==> config.mk <==
export PLATFORM = sky130hd
export DESIGN_NAME = aidan_mcnay_prime_div_ctrl_flat
export DESIGN_NICKNAME = d
export VERILOG_FILES = /design/src/rtl/aidan_mcnay_prime_div_ctrl_if.sv /design/src/rtl/aidan_mcnay_prime_div_ctrl.sv /design/src/flat_wrapper.sv
export SDC_FILE = /design/constraint.sdc
export NUM_CORES = 1
export LEC_CHECK = 0
export CORE_MARGIN = 4
export CORE_UTILIZATION = 62
export CTS_CLUSTER_DIAMETER = 150
export CTS_CLUSTER_SIZE = 25
export DETAILED_ROUTE_END_ITERATION = 8
export PLACE_DENSITY = 0.84
export SLEW_MARGIN = 20
export SYNTH_ARGS = -nofsm -noshare
export SYNTH_HDL_FRONTEND = slang
export SYNTH_SLANG_ARGS = --single-unit
==> constraint.sdc <==
create_clock -name clk -period 14 [get_ports clk]
set_clock_uncertainty 0.1 [all_clocks]
set_input_delay 2.8 -clock clk [delete_from_list [all_inputs] [get_ports clk]]
set_output_delay 2.8 -clock clk [all_outputs]
set_load 0.02 [all_outputs]
==> src/rtl/aidan_mcnay_prime_div_ctrl_if.sv <==
// Handshake bundle for the trial-division controller: candidate stream,
// divider request/quotient streams and verdict stream.
interface aidan_mcnay_prime_div_ctrl_if #(
    parameter int unsigned nbits = 16
);
    logic [nbits-1:0] candidate;
    logic             req_val;
    logic             req_rdy;
    logic [nbits-1:0] div_opa;
    logic [nbits-1:0] div_opb;
    logic             div_istream_val;
    logic             div_istream_rdy;
    logic [nbits-1:0] div_result;
    logic             div_ostream_val;
    logic             div_ostream_rdy;
    logic             is_prime;
    logic [nbits-1:0] factor;
    logic             resp_val;
    logic             resp_rdy;

    modport master (
        input  candidate, req_val, div_istream_rdy, div_result,
               div_ostream_val, resp_rdy,
        output req_rdy, div_opa, div_opb, div_istream_val,
               div_ostream_rdy, is_prime, factor, resp_val
    );

    modport slave (
        output candidate, req_val, div_istream_rdy, div_result,
               div_ostream_val, resp_rdy,
        input  req_rdy, div_opa, div_opb, div_istream_val,
               div_ostream_rdy, is_prime, factor, resp_val
    );
endinterface

==> src/rtl/aidan_mcnay_prime_div_ctrl.sv <==
// Trial-division primality controller: divides the latched candidate by
// d = 2, 3, ... through an external iterative divider and reports the verdict.
module aidan_mcnay_prime_div_ctrl #(
    parameter int unsigned nbits = 16
) (
    input  logic                         clk,
    input  logic                         reset,
    aidan_mcnay_prime_div_ctrl_if.master bus
);
    localparam logic [1:0] IDLE = 2'd0;
    localparam logic [1:0] SEND = 2'd1;
    localparam logic [1:0] WAIT = 2'd2;
    localparam logic [1:0] DONE = 2'd3;

    logic [1:0]         r_state;
    logic [nbits-1:0]   r_n;
    logic [nbits-1:0]   r_d;
    logic               r_is_prime;
    logic [nbits-1:0]   r_factor;

    logic [2*nbits-1:0] w_prod;
    logic               w_hit;
    logic               w_exhausted;
    logic               w_small;

    // Full-width product so q*d never aliases onto N through truncation.
    assign w_prod      = {{nbits{1'b0}}, bus.div_result} * {{nbits{1'b0}}, r_d};
    assign w_hit       = (w_prod == {{nbits{1'b0}}, r_n});
    assign w_exhausted = (bus.div_result <= r_d);
    assign w_small     = (bus.candidate[nbits-1:2] == '0);

    assign bus.req_rdy         = (r_state == IDLE);
    assign bus.div_istream_val = (r_state == SEND);
    assign bus.div_ostream_rdy = (r_state == WAIT);
    assign bus.resp_val        = (r_state == DONE);
    assign bus.div_opa         = r_n;
    assign bus.div_opb         = r_d;
    assign bus.is_prime        = r_is_prime;
    assign bus.factor          = r_factor;

    always_ff @(posedge clk or posedge reset) begin
        if (reset) begin
            r_state    <= IDLE;
            r_n        <= '0;
            r_d        <= '0;
            r_is_prime <= 1'b0;
            r_factor   <= '0;
        end else begin
            case (r_state)
                IDLE: begin
                    if (bus.req_val) begin
                        r_n <= bus.candidate;
                        r_d <= nbits'(2);
                        if (w_small) begin
                            // 2 and 3 are prime; 0 and 1 report themselves as the factor
                            r_state    <= DONE;
                            r_is_prime <= bus.candidate[1];
                            r_factor   <= bus.candidate[1] ? '0 : bus.candidate;
                        end else begin
                            r_state <= SEND;
                        end
                    end
                end
                SEND: begin
                    if (bus.div_istream_rdy) begin
                        r_state <= WAIT;
                    end
                end
                WAIT: begin
                    if (bus.div_ostream_val) begin
                        if (w_hit) begin
                            r_state    <= DONE;
                            r_is_prime <= 1'b0;
                            r_factor   <= r_d;
                        end else if (w_exhausted) begin
                            r_state    <= DONE;
                            r_is_prime <= 1'b1;
                            r_factor   <= '0;
                        end else begin
                            r_d     <= r_d + nbits'(1);
                            r_state <= SEND;
                        end
                    end
                end
                DONE: begin
                    if (bus.resp_rdy) begin
                        r_state <= IDLE;
                    end
                end
                default: r_state <= IDLE;
            endcase
        end
    end
endmodule

==> src/flat_wrapper.sv <==
// flat-port wrapper written by rule: the top's interface ports become plain ports
module aidan_mcnay_prime_div_ctrl_flat 
#(
    parameter int unsigned nbits = 16
)
  (clk, reset, bus_candidate, bus_req_val, bus_div_istream_rdy, bus_div_result, bus_div_ostream_val, bus_resp_rdy, bus_req_rdy, bus_div_opa, bus_div_opb, bus_div_istream_val, bus_div_ostream_rdy, bus_is_prime, bus_factor, bus_resp_val);
  aidan_mcnay_prime_div_ctrl_if #(.nbits(nbits)) bus_i ();
  input  logic clk;
  input  logic reset;
  input wire logic [$bits(bus_i.candidate)-1:0] bus_candidate;
  input wire logic [$bits(bus_i.req_val)-1:0] bus_req_val;
  input wire logic [$bits(bus_i.div_istream_rdy)-1:0] bus_div_istream_rdy;
  input wire logic [$bits(bus_i.div_result)-1:0] bus_div_result;
  input wire logic [$bits(bus_i.div_ostream_val)-1:0] bus_div_ostream_val;
  input wire logic [$bits(bus_i.resp_rdy)-1:0] bus_resp_rdy;
  output wire logic [$bits(bus_i.req_rdy)-1:0] bus_req_rdy;
  output wire logic [$bits(bus_i.div_opa)-1:0] bus_div_opa;
  output wire logic [$bits(bus_i.div_opb)-1:0] bus_div_opb;
  output wire logic [$bits(bus_i.div_istream_val)-1:0] bus_div_istream_val;
  output wire logic [$bits(bus_i.div_ostream_rdy)-1:0] bus_div_ostream_rdy;
  output wire logic [$bits(bus_i.is_prime)-1:0] bus_is_prime;
  output wire logic [$bits(bus_i.factor)-1:0] bus_factor;
  output wire logic [$bits(bus_i.resp_val)-1:0] bus_resp_val;
  assign bus_i.candidate = bus_candidate;
  assign bus_i.req_val = bus_req_val;
  assign bus_i.div_istream_rdy = bus_div_istream_rdy;
  assign bus_i.div_result = bus_div_result;
  assign bus_i.div_ostream_val = bus_div_ostream_val;
  assign bus_i.resp_rdy = bus_resp_rdy;
  assign bus_req_rdy = bus_i.req_rdy;
  assign bus_div_opa = bus_i.div_opa;
  assign bus_div_opb = bus_i.div_opb;
  assign bus_div_istream_val = bus_i.div_istream_val;
  assign bus_div_ostream_rdy = bus_i.div_ostream_rdy;
  assign bus_is_prime = bus_i.is_prime;
  assign bus_factor = bus_i.factor;
  assign bus_resp_val = bus_i.resp_val;
  aidan_mcnay_prime_div_ctrl #(.nbits(nbits)) u_core (.clk(clk), .reset(reset), .bus(bus_i));
endmodule
==> metrics.txt, run 1 <==
register area=0.00128 sq mm; FF-to-FF path depth=22; RSZ-0062 raised after global routing=no; Avg Synthesized Cell Area=9.08 sq um; Post-DP Area=0.0131 sq mm; drt pass-1 iters=5; Async S/R FF share, synth=100%; outcome=finished clean; DRC violations left=0; die area=0.0219 sq mm; Worst Setup End Kind=flop; fmax=0.0910 GHz; Startpoint Class=input pin; post-cts sizing count=0; fin. max-slew vios=0; max_cap viols=0; DIE HEIGHT=148 microns; pin count of the biggest net entering global routing=52; initial antenna violation count=0; IR Drop Worst-Case VDD=210 uV; starting DRC count in detailed routing=792; FF+latch count, synth=51; post-CTS setup buffer count=0; Reg-to-Reg End=u_core.bus.div_opb[0]$_DFFE_PP0P_; Yosys cell types=83; core area=0.0190 sq mm; slew margin rel.=28.9%; Critical Path Sink=u_core.bus.div_opb[0]$_DFFE_PP0P_; Final Hold Viols=0; EDFF count, synth=0; vias in the first global route=10566; Vias=10089; Rows=50; width of the die=148 microns; PnR Total Power=0.00136 W; Final #Nets=1730; antenna cells=0; Ys Warns=0; CTS sink cnt=51; footprint of the multi-input gates=0.00969 sq mm; CP Class=input pin to flop; Cells after Synth=1340; Clock Path Buffers=2; Final TNS setup=0 ns; post-route ant nets=0; synthesized area=0.0122 sq mm; Critical R2R Launch=u_core.bus.div_opb[4]$_DFFE_PP0P_; drt total wl=34900 microns; Clock transition at path regs=0.06 ns; share of layout cells above drive strength 1=5.07%; Hold WC Path Type=flop to flop; CP Data Arrival Time=11.07 ns; gpl congestion=0.971; CP max FO=36; Ports=91; vias per cell=6.22; wire length per cell=21.5 microns; Final period util=78.5%; Leakage=5.65 nW; gr ovfl total=0; FF-to-FF setup slack=5.43 ns; worst setup path startpoint=bus_div_result[13]; CTS Root Cell=clkbuf_16; final instance area=0.0132 sq mm; Starting Density=64.0%; Worst Tran Pin Value=1.06 ns; min Tclk post-route=10.99 ns; pwr dens=103 mW/mm^2; H-tree levels=2; fill count=1520; CTS tree=done; global-route wire length before repair=56300 microns; DP HPWL=27800 microns; endpoints failing setup=0; latest clock arrival within the worst-skew pair=0.29 ns; sequential area share after synthesis=10.5%; final hold slack=0.411 ns; Primary FF master, synth=dfrtp_1; Post-Syn Nets=1709; worst path required time=14.08 ns; P&R area growth vs syn=8.58%; TritonCTS Buffers=5; CTS Hold Bufs=0; All-Layer GR Usage=32.5%; # port buffers=90
## cells by family after synthesis
kind of cell	Yosys count	share of synthesized area (%)
flops	51	10.5
xor+xnor	28	2.01
compound gates	210	13.4
fa+ha+maj	331	46.0
buf+inv	303	9.92
mux	21	1.90
simple gates	396	16.3
## final cells by class
type | instances | share of cell area (%)
well taps | 260 | 2.46
repair buffers | 96 | 7.16
clock buffers | 6 | 1.05
flip-flops and latches | 51 | 9.66
multi-input cells | 986 | 73.4
clock inverters | 1 | 0.0379
inverters | 221 | 6.29
## cells in the mapped netlist, types with 10 or more instances
library cell,count,share of area (%)
inv_1,219,6.8
fa_1,194,32
nand2_1,189,5.8
ha_1,137,14
and2_1,90,4.6
clkbuf_1,57,1.8
dfrtp_1,51,10
a21oi_1,40,1.6
nor2_1,36,1.1
a211oi_1,19,1.2
o31ai_1,19,1.2
nand4_1,18,0.93
mux2_2,17,1.6
o21ai_0,17,0.70
xnor2_1,17,1.2
buf_2,16,0.66
a21o_1,15,0.93
nand3_1,13,0.53
xor2_1,11,0.79
nor3_1,10,0.41
## flip-flops by register name (all words and copies together), names as in the netlist
register	cells
u_core.bus.factor	16
u_core.bus.div_opa	16
u_core.r_state	2
u_core.bus.div_opb	16
u_core.bus.is_prime	1
## metal layers
metal	wire [microns]	GRT usage [%]	vias up
met4	1220	10.6	0
li1	-	-	4413
met2	16800	54.7	568
met5	0	0	-
met3	2850	4.63	96
met1	14000	43.9	5012
## critical path: stages
cell	delay, ns
clkdlybuf4s50_1	0.93
nand2_1	0.16
fa_1	0.49
fa_1	0.56
inv_1	0.05
fa_1	0.50
inv_1	0.06
fa_1	0.57
fa_1	0.44
fa_1	0.49
inv_1	0.04
ha_1	0.47
nand4_1	0.31
nor4_4	0.30
o311a_1	0.28
nor2_1	0.07
a2111oi_0	0.49
a211oi_1	0.13
xnor2_1	0.20
a2111oi_4	0.34
buf_4	0.44
or2_1	0.52
mux2_2	0.39
## where the power goes
group	internal (W)	leakage [nW]	switching (W)
combinational	0.000401	4.94	0.000546
sequential	0.000203	0.637	0.0000895
clock	0.0000699	0.0727	0.0000540
## stage by stage
stage | std cells | util [%] | worst slack, ns
after global placement | 1614 | 68.7 | 2.90
after CTS | 1621 | 69.5 | 3.04
after detailed placement | 1614 | 68.7 | 2.76
after global routing | 1621 | 69.5 | 2.67
final | 1621 | 69.5 | 3.01
after floorplan | 1340 | - | 4.58
## worst min-delay path by stage
stage                                         start                              end  slack (ns)  cells past startpoint
global route        u_core.bus.is_prime$_DFFE_PP0P_  u_core.bus.is_prime$_DFFE_PP0P_        0.42                      1
floorplan             u_core.r_state[0]$_DFFE_PP0P_    u_core.r_state[0]$_DFFE_PP0P_        0.46                      2
detailed placement  u_core.bus.is_prime$_DFFE_PP0P_  u_core.bus.is_prime$_DFFE_PP0P_        0.38                      1
finish              u_core.bus.is_prime$_DFFE_PP0P_  u_core.bus.is_prime$_DFFE_PP0P_        0.41                      1
global placement    u_core.bus.is_prime$_DFFE_PP0P_  u_core.bus.is_prime$_DFFE_PP0P_        0.39                      1
CTS                 u_core.bus.is_prime$_DFFE_PP0P_  u_core.bus.is_prime$_DFFE_PP0P_        0.41                      1
## layout by cell type, fill, tap and decap left out, types with 9 or more instances in the layout
master	Yosys	layout
inv_1	219	218
fa_1	194	194
nand2_1	189	189
ha_1	137	137
and2_1	90	90
clkdlybuf4s50_1	0	90
dfrtp_1	51	51
a21oi_1	40	40
nor2_1	36	35
a211oi_1	19	19
o31ai_1	19	19
nand4_1	18	18
mux2_2	17	17
o21ai_0	17	17
xnor2_1	17	17
a21o_1	15	15
nand3_1	13	13
xor2_1	11	11
nor3_1	10	10
o21a_1	9	9
a221oi_2	9	9
o41ai_1	9	9
(Power assumes the default switching activity.)
==> run 2: changes to the inputs <==
--- a/config.mk
+++ b/config.mk
@@ -6,11 +6,11 @@
 export NUM_CORES = 1
 export LEC_CHECK = 0
 export CORE_MARGIN = 4
-export CORE_UTILIZATION = 62
+export CORE_UTILIZATION = 56
 export CTS_CLUSTER_DIAMETER = 150
 export CTS_CLUSTER_SIZE = 25
 export DETAILED_ROUTE_END_ITERATION = 8
-export PLACE_DENSITY = 0.84
+export PLACE_DENSITY = 0.8
 export SLEW_MARGIN = 20
 export SYNTH_ARGS = -nofsm -noshare
 export SYNTH_HDL_FRONTEND = slang
==> constraint.sdc (replaced) <==
create_clock -name clk -period 8.9 [get_ports clk]
set_clock_uncertainty 0.1 [all_clocks]
set_input_delay 1.78 -clock clk [delete_from_list [all_inputs] [get_ports clk]]
set_output_delay 1.78 -clock clk [all_outputs]
set_load 0.02 [all_outputs]
==> run 2 against run 1 <==
Against the previous run:
- core utilization decreased by 1.4 points
- first-iteration DRC count increased by 0.25%
- cell area increased by 9.3%
- die area increased by 10%
- via count increased by 3.6%
- sequential cell count unchanged
- global-route usage decreased by 1.6 points
==> metrics.txt, run 2 (synthesis gave the netlist of run 1 again) <==
PnR Total Power=0.00234 W (was 0.00136 W); endpoints failing setup=0 (unchanged); Rows=53 (was 50); IR Drop Worst-Case VDD=248 uV (was 210 uV); # port buffers=90 (unchanged); FF-to-FF path depth=21 (was 22); DIE HEIGHT=155 microns (was 148 microns); CP max FO=12 (was 36); P&R area growth vs syn=18.7% (was 8.58%); share of layout cells above drive strength 1=14.3% (was 5.07%); Final period util=99.5%; antenna cells=0 (unchanged); vias per cell=5.96 (was 6.22); CP max stage delay=0.59 ns (was 0.93 ns); pin count of the biggest net entering global routing=52 (unchanged); global-route wire length before repair=59400 microns (was 56300 microns); Final #Nets=1846 (was 1730); Clock transition at path regs=0.07 ns (was 0.06 ns); Clock Path Buffers=2 (unchanged); post-route ant nets=0 (unchanged); CP Data Arrival Time=8.94 ns (was 11.07 ns); slew margin rel.=31.8% (was 28.9%); Crit path max-delay family=adder cells (unchanged); Endpoint, Worst Hold=u_core.bus.is_prime$_DFFE_PP0P_ (unchanged); most common cell after layout, fill and taps aside=inv_1 (unchanged); die area=0.0242 sq mm (was 0.0219 sq mm); most frequent cells in the layout=inv_1, fa_1, nand2_1 (unchanged); initial antenna violation count=0 (unchanged); DP HPWL=30100 microns (was 27800 microns); drt pass-1 iters=6 (was 5); width of the die=155 microns (was 148 microns); FF-to-FF setup slack=1.07 ns (was 5.43 ns); CP Class=input pin to flop (unchanged); fmax=0.113 GHz; max_cap viols=0 (unchanged); latest clock arrival within the worst-skew pair=0.30 ns (was 0.29 ns); DRC violations left=0 (unchanged); vias in the first global route=11311 (was 10566); Final Hold Viols=0 (unchanged); worst path required time=8.99 ns (was 14.08 ns); utilization after layout=68.1% (was 69.5%); Reg-to-Reg End=u_core.bus.factor[14]$_DFFE_PP0P_ (was u_core.bus.div_opb[0]$_DFFE_PP0P_); H-tree levels=2 (unchanged); fin. max-slew vios=0 (unchanged); Worst Hold Depth=1 (unchanged); outcome=finished clean (unchanged); Leakage=6.31 nW (was 5.65 nW); slowest cell on the critical path=fa_1 (was clkdlybuf4s50_1); pwr dens=162 mW/mm^2 (was 103 mW/mm^2); Startpoint Class=input pin (unchanged); buffers and inverters on the worst path=6 (was 5); CTS sink cnt=51 (unchanged); TritonCTS Buffers=5 (unchanged); core area=0.0212 sq mm (was 0.0190 sq mm); wire length per cell=21.1 microns (was 21.5 microns); hold_sp=u_core.bus.is_prime$_DFFE_PP0P_ (unchanged); Hold WC Path Type=flop to flop (unchanged); drt total wl=36900 microns (was 34900 microns); gr ovfl total=0 (unchanged); Vias=10455 (was 10089); CP cell instances=clkdlybuf4s50_1 > buf_12 > nand2_1 > fa_1 > fa_1 > inv_1 > fa_1 > inv_1 > fa_1 > fa_1 > fa_1 > inv_1 > ha_4 > nand4_1 > buf_4 > o211ai_1 > nand2_1 > and3_4 > a2111oi_4 > nand4_2 > or4b_4 > and2_4 > a221oi_1 (was clkdlybuf4s50_1 > nand2_1 > fa_1 > fa_1 > inv_1 > fa_1 > inv_1 > fa_1 > fa_1 > fa_1 > inv_1 > ha_1 > nand4_1 > nor4_4 > o311a_1 > nor2_1 > a2111oi_0 > a211oi_1 > xnor2_1 > a2111oi_4 > buf_4 > or2_1 > mux2_2); Starting Density=57.4% (was 64.0%); Worst Setup End Kind=flop (unchanged); Critical R2R Launch=u_core.bus.div_opb[1]$_DFFE_PP0P_ (was u_core.bus.div_opb[4]$_DFFE_PP0P_); min Tclk post-route=8.85 ns; CTS Root Cell=clkbuf_16 (unchanged); register area=0.00128 sq mm (unchanged); Worst Tran Pin Value=1.02 ns (was 1.06 ns); All-Layer GR Usage=31.0% (was 32.5%); footprint of the multi-input gates=0.00995 sq mm (was 0.00969 sq mm); fill count=1635 (was 1520); starting DRC count in detailed routing=794 (was 792); Ports=91 (unchanged); CP most frequent cell=fa_1 (unchanged); gpl congestion=0.952 (was 0.971); CTS tree=done (unchanged)
[run 2: cell types whose count changed in the layout (fill, tap and decap cells not counted), sizes merged]
cell           change
dlygate4sd2        +1
clkdlybuf4s50      -5
clkinv             -1
dlymetal6s2s       +4
inv                +1
clkinvlp           +1
and2               +1
buf              +115
[run 2: worst max-delay path by stage]
stage	startpoint	to	cells after the start
detailed placement	bus_div_result[11]	u_core.bus.factor[2]$_DFFE_PP0P_	21
CTS	bus_div_result[11]	u_core.bus.factor[2]$_DFFE_PP0P_	22
global route	bus_div_result[10]	u_core.bus.factor[3]$_DFFE_PP0P_	23
finish	bus_div_result[10]	u_core.bus.factor[14]$_DFFE_PP0P_	23
global placement	bus_div_result[11]	u_core.bus.factor[15]$_DFFE_PP0P_	21
floorplan	bus_div_result[15]	u_core.bus.factor[1]$_DFFE_PP0P_	25
[run 2: through the flow]
stage                     hold slack, ns  instances  setup TNS (ns)  area (sq um)  setup WS [ns]
after global routing               0.431       1753          -0.854         14400        -0.0673
after floorplan                    0.461       1340               0         12200          0.502
final                              0.418       1753               0         14400         0.0454
after detailed placement           0.390       1734          -11.97         13900         -0.498
after CTS                          0.414       1742               0         14100        0.00412
after global placement             0.391       1734           -9.97         13900         -0.388
[run 2: final cells by class]
type	instances	share of cell area, %
well taps	275	2.38
clock buffers	6	0.892
repair buffers	211	13.2
multi-input cells	987	68.9
clock inverters	2	0.113
inverters	221	5.75
flip-flops and latches	51	8.84
[run 2: timing repair]
item,CTS,global route
pin swaps,2,20
setup buffers,0,10
hold buffers,0,0
cloned,0,1
endpoints found under the setup margin,23,34
gates resized for setup,8,37
[run 2: routing by layer]
layer,wire (microns),vias to the layer above,track usage (%)
met5,0,-,0
met2,17800,510,51.6
li1,-,4635,-
met1,15000,5204,41.7
met4,1300,0,10.6
met3,2810,106,4.59
[run 2: where the power goes]
group          switching [W]  internal, W
Sequential          0.000147     0.000319
Combinational       0.000913     0.000769
Clock              0.0000921     0.000106
